==> src/rtl/seq_stage_ctrl_if.sv <==
// Handshake and status bundle between the SEQ stage sequencer and its datapath.
// With SEQ_PERF_CNT_EN defined the bundle also carries the cycle and instruction counters.
interface seq_stage_ctrl_if;
  logic        start_i;
  logic [3:0]  icode_i;
  logic        imem_valid_i;
  logic        imem_err_i;
  logic        cnd_i;
  logic        dmem_ready_i;
  logic        dmem_err_i;
  logic        fetch_en_o;
  logic        decode_en_o;
  logic        execute_en_o;
  logic        dmem_req_o;
  logic        rf_we_o;
  logic        rf_wsel_o;
  logic        pc_en_o;
  logic        busy_o;
  logic [1:0]  stat_o;
`ifdef SEQ_PERF_CNT_EN
  logic [31:0] cyc_cnt_o;
  logic [31:0] instr_cnt_o;

  modport master (
    input  start_i, icode_i, imem_valid_i, imem_err_i, cnd_i, dmem_ready_i, dmem_err_i,
    output fetch_en_o, decode_en_o, execute_en_o, dmem_req_o, rf_we_o, rf_wsel_o,
           pc_en_o, busy_o, stat_o, cyc_cnt_o, instr_cnt_o
  );
  modport slave (
    output start_i, icode_i, imem_valid_i, imem_err_i, cnd_i, dmem_ready_i, dmem_err_i,
    input  fetch_en_o, decode_en_o, execute_en_o, dmem_req_o, rf_we_o, rf_wsel_o,
           pc_en_o, busy_o, stat_o, cyc_cnt_o, instr_cnt_o
  );
`else
  modport master (
    input  start_i, icode_i, imem_valid_i, imem_err_i, cnd_i, dmem_ready_i, dmem_err_i,
    output fetch_en_o, decode_en_o, execute_en_o, dmem_req_o, rf_we_o, rf_wsel_o,
           pc_en_o, busy_o, stat_o
  );
  modport slave (
    output start_i, icode_i, imem_valid_i, imem_err_i, cnd_i, dmem_ready_i, dmem_err_i,
    input  fetch_en_o, decode_en_o, execute_en_o, dmem_req_o, rf_we_o, rf_wsel_o,
           pc_en_o, busy_o, stat_o
  );
`endif
endinterface

==> src/rtl/seq_stage_ctrl.sv <==
// Multi-cycle stage sequencer for the Y86-64 SEQ datapath with Moore-decoded stage enables.
// Optional SEQ_PERF_CNT_EN adds busy-cycle and retired-instruction counters.
module seq_stage_ctrl #(
  parameter int MEM_TIMEOUT = 16,
  parameter int TO_W        = 5
) (
  input  logic             clk_i,
  input  logic             rst_n_i,
  seq_stage_ctrl_if.master bus
);

  typedef enum logic [3:0] {
    S_IDLE    = 4'd0,
    S_FETCH   = 4'd1,
    S_DECODE  = 4'd2,
    S_EXECUTE = 4'd3,
    S_MEMORY  = 4'd4,
    S_WB_E    = 4'd5,
    S_WB_M    = 4'd6,
    S_PC_UPD  = 4'd7,
    S_HALT    = 4'd8,
    S_ERR     = 4'd9
  } state_t;

  typedef enum logic [1:0] {
    STAT_AOK = 2'b00,
    STAT_HLT = 2'b01,
    STAT_ADR = 2'b10,
    STAT_INS = 2'b11
  } stat_t;

  localparam int NUM_STATES = 10;

  // Instruction class tables, one bit per icode.
  localparam logic [15:0] MEM_MASK    = 16'h0F30;  // mrmovq rmmovq call ret pushq popq
  localparam logic [15:0] NEED_E_MASK = 16'h0F48;  // irmovq OPq and the rsp updaters
  localparam logic [15:0] NEED_M_MASK = 16'h0820;  // mrmovq popq

  state_t          state_reg, state_next;
  stat_t           stat_reg, stat_next;
  logic [3:0]      icode_reg, icode_next;
  logic [TO_W-1:0] to_cnt_reg, to_cnt_next;

  logic [NUM_STATES-1:0] state_hot;
  logic                  is_mem;
  logic                  need_e;
  logic                  need_m;
  logic                  cmov_taken;

  genvar gi;
  generate
    for (gi = 0; gi < NUM_STATES; gi++) begin : g_state_hot
      assign state_hot[gi] = (state_reg == state_t'(gi));
    end
  endgenerate

  assign is_mem     = MEM_MASK[icode_reg];
  assign need_m     = NEED_M_MASK[icode_reg];
  // cmovXX only writes when the condition evaluated during EXECUTE holds.
  assign cmov_taken = (icode_reg == 4'h2) && bus.cnd_i;
  assign need_e     = NEED_E_MASK[icode_reg];

  always_ff @(posedge clk_i or negedge rst_n_i) begin
    if (!rst_n_i) begin
      state_reg  <= S_IDLE;
      stat_reg   <= STAT_AOK;
      icode_reg  <= 4'h1;
      to_cnt_reg <= '0;
    end else begin
      state_reg  <= state_next;
      stat_reg   <= stat_next;
      icode_reg  <= icode_next;
      to_cnt_reg <= to_cnt_next;
    end
  end

  always_comb begin
    state_next  = state_reg;
    stat_next   = stat_reg;
    icode_next  = icode_reg;
    to_cnt_next = to_cnt_reg;
    case (state_reg)
      S_IDLE: begin
        if (bus.start_i) state_next = S_FETCH;
      end
      S_FETCH: begin
        if (bus.imem_err_i) begin
          state_next = S_ERR;
          stat_next  = STAT_ADR;
        end else if (bus.imem_valid_i) begin
          if (bus.icode_i == 4'h0) begin
            state_next = S_HALT;
            stat_next  = STAT_HLT;
          end else if (bus.icode_i > 4'hB) begin
            state_next = S_ERR;
            stat_next  = STAT_INS;
          end else begin
            icode_next = bus.icode_i;
            state_next = S_DECODE;
          end
        end
      end
      S_DECODE: begin
        state_next = S_EXECUTE;
      end
      S_EXECUTE: begin
        if (is_mem) begin
          state_next  = S_MEMORY;
          to_cnt_next = '0;
        end else if (need_e || cmov_taken) begin
          state_next = S_WB_E;
        end else begin
          state_next = S_PC_UPD;
        end
      end
      S_MEMORY: begin
        if (bus.dmem_err_i) begin
          state_next = S_ERR;
          stat_next  = STAT_ADR;
        end else if (bus.dmem_ready_i) begin
          if (need_e)      state_next = S_WB_E;
          else if (need_m) state_next = S_WB_M;
          else             state_next = S_PC_UPD;
        end else if (to_cnt_reg == TO_W'(MEM_TIMEOUT - 1)) begin
          state_next = S_ERR;
          stat_next  = STAT_ADR;
        end else begin
          to_cnt_next = to_cnt_reg + 1'b1;
        end
      end
      S_WB_E: begin
        // popq writes rsp first, then the popped value into rA.
        state_next = need_m ? S_WB_M : S_PC_UPD;
      end
      S_WB_M: begin
        state_next = S_PC_UPD;
      end
      S_PC_UPD: begin
        state_next = S_FETCH;
      end
      S_HALT, S_ERR: begin
        state_next = state_reg;
      end
      default: begin
        state_next = S_ERR;
        stat_next  = STAT_INS;
      end
    endcase
  end

  assign bus.fetch_en_o   = state_hot[S_FETCH];
  assign bus.decode_en_o  = state_hot[S_DECODE];
  assign bus.execute_en_o = state_hot[S_EXECUTE];
  assign bus.dmem_req_o   = state_hot[S_MEMORY];
  assign bus.rf_we_o      = state_hot[S_WB_E] | state_hot[S_WB_M];
  assign bus.rf_wsel_o    = state_hot[S_WB_M];
  assign bus.pc_en_o      = state_hot[S_PC_UPD];
  assign bus.busy_o       = ~(state_hot[S_IDLE] | state_hot[S_HALT] | state_hot[S_ERR]);
  assign bus.stat_o       = stat_reg;

`ifdef SEQ_PERF_CNT_EN
  logic [31:0] cyc_cnt_reg;
  logic [31:0] instr_cnt_reg;

  always_ff @(posedge clk_i or negedge rst_n_i) begin
    if (!rst_n_i) begin
      cyc_cnt_reg   <= '0;
      instr_cnt_reg <= '0;
    end else begin
      if (bus.busy_o)  cyc_cnt_reg   <= cyc_cnt_reg + 32'd1;
      if (bus.pc_en_o) instr_cnt_reg <= instr_cnt_reg + 32'd1;
    end
  end

  assign bus.cyc_cnt_o   = cyc_cnt_reg;
  assign bus.instr_cnt_o = instr_cnt_reg;
`endif

endmodule

==> src/flat_wrapper.sv <==
// flat-port wrapper written by rule: the top's interface ports become plain ports
module seq_stage_ctrl_flat 
#(
  parameter int MEM_TIMEOUT = 16,
  parameter int TO_W        = 5
)
  (clk_i, rst_n_i, bus_start_i, bus_icode_i, bus_imem_valid_i, bus_imem_err_i, bus_cnd_i, bus_dmem_ready_i, bus_dmem_err_i, bus_fetch_en_o, bus_decode_en_o, bus_execute_en_o, bus_dmem_req_o, bus_rf_we_o, bus_rf_wsel_o, bus_pc_en_o, bus_busy_o, bus_stat_o);
  seq_stage_ctrl_if bus_i ();
  input  logic clk_i;
  input  logic rst_n_i;
  input wire logic [$bits(bus_i.start_i)-1:0] bus_start_i;
  input wire logic [$bits(bus_i.icode_i)-1:0] bus_icode_i;
  input wire logic [$bits(bus_i.imem_valid_i)-1:0] bus_imem_valid_i;
  input wire logic [$bits(bus_i.imem_err_i)-1:0] bus_imem_err_i;
  input wire logic [$bits(bus_i.cnd_i)-1:0] bus_cnd_i;
  input wire logic [$bits(bus_i.dmem_ready_i)-1:0] bus_dmem_ready_i;
  input wire logic [$bits(bus_i.dmem_err_i)-1:0] bus_dmem_err_i;
  output wire logic [$bits(bus_i.fetch_en_o)-1:0] bus_fetch_en_o;
  output wire logic [$bits(bus_i.decode_en_o)-1:0] bus_decode_en_o;
  output wire logic [$bits(bus_i.execute_en_o)-1:0] bus_execute_en_o;
  output wire logic [$bits(bus_i.dmem_req_o)-1:0] bus_dmem_req_o;
  output wire logic [$bits(bus_i.rf_we_o)-1:0] bus_rf_we_o;
  output wire logic [$bits(bus_i.rf_wsel_o)-1:0] bus_rf_wsel_o;
  output wire logic [$bits(bus_i.pc_en_o)-1:0] bus_pc_en_o;
  output wire logic [$bits(bus_i.busy_o)-1:0] bus_busy_o;
  output wire logic [$bits(bus_i.stat_o)-1:0] bus_stat_o;
  assign bus_i.start_i = bus_start_i;
  assign bus_i.icode_i = bus_icode_i;
  assign bus_i.imem_valid_i = bus_imem_valid_i;
  assign bus_i.imem_err_i = bus_imem_err_i;
  assign bus_i.cnd_i = bus_cnd_i;
  assign bus_i.dmem_ready_i = bus_dmem_ready_i;
  assign bus_i.dmem_err_i = bus_dmem_err_i;
  assign bus_fetch_en_o = bus_i.fetch_en_o;
  assign bus_decode_en_o = bus_i.decode_en_o;
  assign bus_execute_en_o = bus_i.execute_en_o;
  assign bus_dmem_req_o = bus_i.dmem_req_o;
  assign bus_rf_we_o = bus_i.rf_we_o;
  assign bus_rf_wsel_o = bus_i.rf_wsel_o;
  assign bus_pc_en_o = bus_i.pc_en_o;
  assign bus_busy_o = bus_i.busy_o;
  assign bus_stat_o = bus_i.stat_o;
  seq_stage_ctrl #(.MEM_TIMEOUT(MEM_TIMEOUT), .TO_W(TO_W)) u_core (.clk_i(clk_i), .rst_n_i(rst_n_i), .bus(bus_i));
endmodule
==> config.mk <==
export PLATFORM = sky130hd
export DESIGN_NAME = seq_stage_ctrl_flat
export DESIGN_NICKNAME = d
export VERILOG_FILES = /design/src/rtl/seq_stage_ctrl_if.sv /design/src/rtl/seq_stage_ctrl.sv /design/src/flat_wrapper.sv
export SDC_FILE = /design/constraint.sdc
export NUM_CORES = 1
export LEC_CHECK = 0
export BUFFER_PORTS_ARGS = -buffer_cell sky130_fd_sc_hd__buf_4
export CORE_MARGIN = 4
export CORE_UTILIZATION = 50
export CTS_BUF_LIST = sky130_fd_sc_hd__clkbuf_8
export DETAILED_ROUTE_END_ITERATION = 12
export GPL_ROUTABILITY_DRIVEN = 0
export GPL_TIMING_DRIVEN = 0
export HOLD_SLACK_MARGIN = 0.06
export PLACE_DENSITY = 0.87
export SLEW_MARGIN = 20
export SYNTH_ARGS = -nofsm -noshare
export SYNTH_HDL_FRONTEND = slang
export SYNTH_SLANG_ARGS = --single-unit
==> constraint.sdc <==
create_clock -name clk_i -period 1.6 [get_ports clk_i]
set_input_delay 0.32 -clock clk_i [delete_from_list [all_inputs] [get_ports clk_i]]
set_output_delay 0.32 -clock clk_i [all_outputs]
set_load 0.01 [all_outputs]
== Word level (Yosys, flattened, before mapping) ==
Memories as Yosys holds them, arrays and structs flattened.
Cells that the tools add are included.

* $lt $le $gt $ge: 2
* Eq/ne operators: 21
* Muxes and demuxes: 29
* Add/subtract/negate cells: 1
* Bitwise operators: 9
* Reduce and logical (&&, ||, !) cells: 11

{| class="wikitable"
|+ Operators with widths
! kind !! count
|-
| $mux W4 || 10
|-
| $pmux W4 S9 || 1
|-
| $mux W5 || 4
|-
| $eq A4 B3 Y1 const B || 4
|-
| $mux W2 || 8
|-
| $reduce_and A5 Y1 || 3
|-
| $eq A4 B2 Y1 const B || 3
|-
| $pmux W5 S2 || 1
|-
| $eq A4 B4 Y1 const B || 2
|-
| $logic_not A4 Y1 || 2
|-
| $ne A2 B2 Y1 const B || 4
|-
| $reduce_or A8 Y1 || 1
|-
| $ne A3 B3 Y1 const B || 2
|-
| $not A1 Y1 || 6
|-
| $pmux W2 S3 || 1
|-
| $add A5 B1 Y5 const B || 1
|-
| $eq A5 B4 Y1 const B || 1
|-
| $lt A4 B5 Y1 const B || 1
|-
| $eq A4 B1 Y1 const B || 1
|-
| $gt A4 B4 Y1 const B || 1
|-
| $mux W1 || 4
|-
| $ne A4 B2 Y1 const B || 1
|-
| $ne A4 B3 Y1 const B || 1
|-
| $reduce_and A4 Y1 || 1
|-
| 7 further kinds || 9
|}

* Memory bits (read-only): 48
* Bits in registers: 15
* Logic and storage cells: 80
* Memories kept: 3

{| class="wikitable"
|+ Memory list
! memory !! depth !! bits a word !! rd ports !! clocked after memory_dff !! write ports !! line !! RTL
|-
| (no name shown) || 16 || 1 || 1 || 0 || 0 || seq_stage_ctrl.sv:61 || <nowiki>assign need_e = NEED_E_MASK[icode_reg];</nowiki>
|-
| (no name shown) || 16 || 1 || 1 || 0 || 0 || seq_stage_ctrl.sv:58 || <nowiki>assign need_m = NEED_M_MASK[icode_reg];</nowiki>
|-
| (no name shown) || 16 || 1 || 1 || 0 || 0 || seq_stage_ctrl.sv:57 || <nowiki>assign is_mem = MEM_MASK[icode_reg];</nowiki>
|}

== Depth between registers and ports, before layout ==
* Word-level depth: 7
* Mapped depth: 7
* Gate-level depth less buffers: 7

== Worst setup path after synthesis ==
No wires, ideal clock.

* Kind: register to register
* From: register u_core.to_cnt_reg[0]
* To: register u_core.to_cnt_reg[0]
* Path buffers: 0
* Setup slack: -151 ps
* Cell stages (with the launch flop): 8
* Arrival: 1682 ps
* Period minus slack after synthesis: 1751 ps
* Required time: 1531 ps
* Cell sequence: dfrtp_1 > ha_1 > and3_1 > ha_1 > nor2_1 > nor2_1 > or4_1 > nand3_1

* Longest elaborated chain between the ends: 5
* Elaborated cells on any way between the ends: 8
* Classes of those cells: add/sub (1); eq/ne (2); mux (4); reduce/logical (1)

{| class="wikitable"
|+ Ends and longest elaborated chain
! element !! line !! RTL
|-
| start: declaration || seq_stage_ctrl.sv:42 || <nowiki>logic [TO_W-1:0] to_cnt_reg, to_cnt_next;</nowiki>
|-
| start signal: assignment || seq_stage_ctrl.sv:73 || <nowiki>to_cnt_reg <= to_cnt_next;</nowiki>
|-
| $add A5 B1 Y5 || seq_stage_ctrl.sv:128 || <nowiki>to_cnt_next = to_cnt_reg + 1'b1;</nowiki>
|-
| $mux W5 || seq_stage_ctrl.sv:124 || <nowiki>end else if (to_cnt_reg == TO_W'(MEM_TIMEOUT - 1)) begin</nowiki>
|-
| $mux W5 || seq_stage_ctrl.sv:120 || <nowiki>end else if (bus.dmem_ready_i) begin</nowiki>
|-
| $mux W5 || seq_stage_ctrl.sv:117 || <nowiki>if (bus.dmem_err_i) begin</nowiki>
|-
| $pmux W5 S2 || seq_stage_ctrl.sv:82 || <nowiki>case (state_reg)</nowiki>
|}

Parallel ways exist; a longest one is shown, timed or not. The select of a mux whose other input is x is not followed.
A chain may end at the register's enable or synchronous reset.

== Worst setup path after layout ==
* From: register u_core.to_cnt_reg[0]
* To: register u_core.state_reg[0]

* Longest elaborated chain between the ends: 3

{| class="wikitable"
|+ Ends and longest elaborated chain
! element !! line !! RTL
|-
| $eq A5 B4 Y1 || seq_stage_ctrl.sv:124 ||
|-
| $ne A4 B3 Y1 (no source line) || n/a ||
|-
| $reduce_and A4 Y1 (no source line) || n/a ||
|-
| end signal: assignment || seq_stage_ctrl.sv:70 || <nowiki>state_reg <= state_next;</nowiki>
|-
| end: declaration || seq_stage_ctrl.sv:39 || <nowiki>state_t state_reg, state_next;</nowiki>
|}

No other way between the ends.

==> results.md <==
Worst setup path:
- Counting cells, the worst reg-to-reg path comes to 6.
- For flop-to-flop paths, the worst setup slack is -0.31 ns.
- For the worst setup path, the data required time is roughly 1.8 ns.
- In this run the critical register-to-register path is captured at u_core.state_reg[0].
- In this run the worst path has a maximum fanout of 3.
- The critical setup path kind is flop to flop.
- The critical path capture point type is a flop.
- The element type at the critical path start is a flop.
- Data on the critical path arrives at its endpoint at between 2 and 2.5 ns.
- The first element of the critical path is u_core.to_cnt_reg[0].
- The startpoint of the worst register-to-register path is u_core.to_cnt_reg[0].
- The endpoint of the worst setup timing path is u_core.state_reg[0].

Power:
- The analysis attributes to cell leakage a power of around 0.78 nW.
- The power per cell area is 1140 mW/mm2.
- IR analysis of the VDD net gives a maximum drop of roughly 1.1 mV.

STA:
- In this run the tightest slew margin relative to its limit is 0.576.
- The time the final worst path needs with I/O delays and setup is 1.91 ns.
- For the final routed database, the setup TNS stands at -3.42 ns.
- The transition time of the tightest slew-check pin is 0.628 ns.
- Derived from the worst setup path, the maximum achievable clock frequency is approximately 520 MHz.
- The post-route worst setup slack is -0.314 ns.
- Between clock sinks in the finished design, the worst skew comes to approximately 0.0037 ns.
- The number of endpoints with negative hold slack in the final report was 0.
- Setup repair after global routing could not meet its margin everywhere.
- The max-slew violation total from the final report is 0.
- In the finished design, the share of the clock period the worst path needs comes to 1.20.
- The total setup violations reported at the end of the flow is 22.

GRT:
- The first-pass GRT wire length is approximately 5100 um.
- The aggregate global routing overflow is 0.
- The via count of the first global-routing pass is between 1,000 and 1,500.
- The initial antenna violation count came to 0.
- For this run, the total global-route usage over all layers was measured as 0.245.
- Entering global routing, the biggest net connects 16 pins.

Placement:
- Buffers placed on the I/O ports in this run total 20.
- The total placed instance area is around 0.0013 mm2.
- The detailed-placement wirelength estimate is between 1500 and 2000 um.

Cells and area:
- The post-layout utilization of the core is 0.896.
- From synthesis to final layout, the design area changed by 68.8%.
- The final layout contains 179 nets.
- Of the cells placed in the final design, the portion with a size suffix greater than 1 is 0.610.
- The number of diodes is 0.
- Leaving out fill and tap cells, the most frequent cells in the layout are sky130_fd_sc_hd__buf_4, sky130_fd_sc_hd__buf_6, sky130_fd_sc_hd__dfrtp_1.
- The final cell area excluding filler cells is 0.00178 mm2.
- The commonest non-fill, non-tap cell in the layout is sky130_fd_sc_hd__buf_4.
- The flip-flop count of the largest register after layout is 5.

Floorplan:
- The die outline area is 0.00290 mm2.
- The initial utilization of the core area, before any placement, comes to 0.531.
- 22 I/O pins were placed.
- The number of standard-cell rows in the floorplan is 16.
- The region available for standard cell placement spans 0.00198 mm2.
- The floorplan step set the die height to roughly 54 um.
- The floorplan die width is approximately 54 um.

Routing:
- The remaining design rule violation count is 0.
- Signal routing reaches up to met4.
- The violation count after the first detailed-route iteration is between 70 and 80.
- The final route contains between 1,000 and 1,500 vias.
- For this block, wires on met1 add up to approximately 1700 um.
- The total length of routed met3 wires is ~380 um.
- The detailed-routed wire length on met2 is between 2000 and 2500 um.
- The routed length per instance is around 24 um.
- The final layout contains routed wiring with a total length of 4580 um.
- The number of vias per cell after detailed routing is 6.68.
- For this run, the detailed router's first-pass iteration total came to 4.
- The remaining antenna violation count is 0.

Outcome:
- The final reports fail on setup timing.
- The flow ran to the end, but the final reports show violations.

Logic synthesis:
- The sequential cell area fraction in the yosys report is 0.358.
- The count of cell types in the netlist is 45.
- The dominant register cell in the synthesized netlist is sky130_fd_sc_hd__dfrtp_1.
- For this run, asynchronously set or reset flops after synthesis account for 1.00.
- The synthesized net count is about 120.
- The per-instance average area after synthesis is 9.57 um2.
- Synthesis inferred 15 register bits.
- After technology mapping, the gate count stands at 110.
- The number of synthesized flops with an enable pin is 0.
- For this run, the number of Yosys warnings is 0.
- The netlist area before placement is 0.00105 mm2.

Worst hold path:
- The tightest min-delay check is of the primary input to flop type.
- The launch instance of the worst min-delay path is bus_icode_i[1].

Run:
- Across the run, the number of max-cap violations was 0.

Clock network:
- The clock tree root buffer cell is sky130_fd_sc_hd__clkbuf_8.
- The clock-pin slew on the worst setup and hold paths is approximately 0.07 ns.
- At the later pin of the worst-skew pair, clock insertion delay measures between 0.2 and 0.3 ns.
- No sink is reached through more buffers than the 2 on the longest clock path.
- TritonCTS built the clock tree.
- The maximum level of the CTS H-tree is 1.
- The number of buffers created by CTS is 3.
- The total number of clock tree sinks is 15.
-- repair_timing --
| action | CTS | global route |
|---|---|---|
| hold buffers | 1 | 0 |
| hold endpoints to repair | 14 | 0 |
| resized for setup | 17 | 37 |
| endpoints found under the setup margin | 19 | 22 |
| buffers inserted | 13 | 17 |
| gates cloned | 0 | 0 |
| pin swaps | 8 | 14 |
-- Yosys cell counts, types with 3 or more instances --
library cell	number	area, um2
sky130_fd_sc_hd__nor3_2	3	30.0
sky130_fd_sc_hd__nor2_1	15	56.3
sky130_fd_sc_hd__dfrtp_1	14	350
sky130_fd_sc_hd__nand2_1	9	33.8
sky130_fd_sc_hd__o21ai_0	3	15.0
sky130_fd_sc_hd__nand3_1	3	15.0
sky130_fd_sc_hd__inv_1	4	15.0
sky130_fd_sc_hd__a21oi_1	8	40.0
sky130_fd_sc_hd__mux2_2	4	45.0
-- routing by layer --
layer / vias up / global-route usage
met5: - / 0
met4: 0 / 0.102
met2: 117 / 0.385
met1: 618 / 0.334
met3: 24 / 0.0388
li1: 517 / -
-- where the power goes --
| part | internal, mW | switching, mW | leakage (nW) |
|---|---|---|---|
| sequential | 0.469 | 0.127 | 0.179 |
| combinational | 0.570 | 0.540 | 0.574 |
| clock | 0.170 | 0.142 | 0.0269 |
| total | 1.21 | 0.808 | 0.780 |
-- worst min-delay path by stage --
stage / depth (start not counted) / end
after floorplan: 0 / u_core.bus.stat_o[0]
after global placement: 1 / u_core.icode_reg[2]
after detailed placement: 1 / u_core.icode_reg[1]
after CTS: 2 / u_core.icode_reg[1]
after global routing: 2 / u_core.icode_reg[1]
final: 2 / u_core.icode_reg[1]
-- cells by family after synthesis --
family                     share of synthesized area
adders and majority gates                     0.0238
and+or+nand+nor                                0.289
DFF                                            0.358
AOI/OAI and AO/OA                              0.189
xor gates and xnor gates                      0.0166
muxes                                         0.0737
buffers and inverters                         0.0499
-- worst max-delay path: stages, from the launching register on --
cell	delay, ns
sky130_fd_sc_hd__dfrtp_1	0.39
sky130_fd_sc_hd__ha_2	0.20
sky130_fd_sc_hd__and3_4	0.20
sky130_fd_sc_hd__ha_4	0.19
sky130_fd_sc_hd__nor4_4	0.38
sky130_fd_sc_hd__a211o_1	0.26
sky130_fd_sc_hd__mux2i_1	0.21
-- per-stage QoR --
| stage | total power [mW] | setup slack, ns | hold WS [ns] | std cells |
|---|---|---|---|---|
| floorplan | 0.989 | -0.0853 | 0.0244 | 110 |
| global placement | 1.14 | -0.230 | 0.186 | 157 |
| detailed placement | 1.16 | -0.257 | 0.187 | 157 |
| CTS | 1.63 | -0.230 | 0.321 | 175 |
| global route | 2.09 | -0.353 | 0.332 | 191 |
| finish | 2.02 | -0.314 | 0.332 | 191 |
-- cell type report --
| type | count | area (um2) |
|---|---|---|
| plain buffers | 3 | 27.5 |
| fillers | 66 | 205 |
| inverters | 5 | 26.3 |
| repair buffers | 51 | 467 |
| multi-input cells | 86 | 800 |
| clock buffers | 3 | 41.3 |
| clock inverters | 1 | 3.75 |
| well taps | 27 | 33.8 |
| flip-flops and latches | 15 | 378 |
Power figures use the tool's default switching activity.
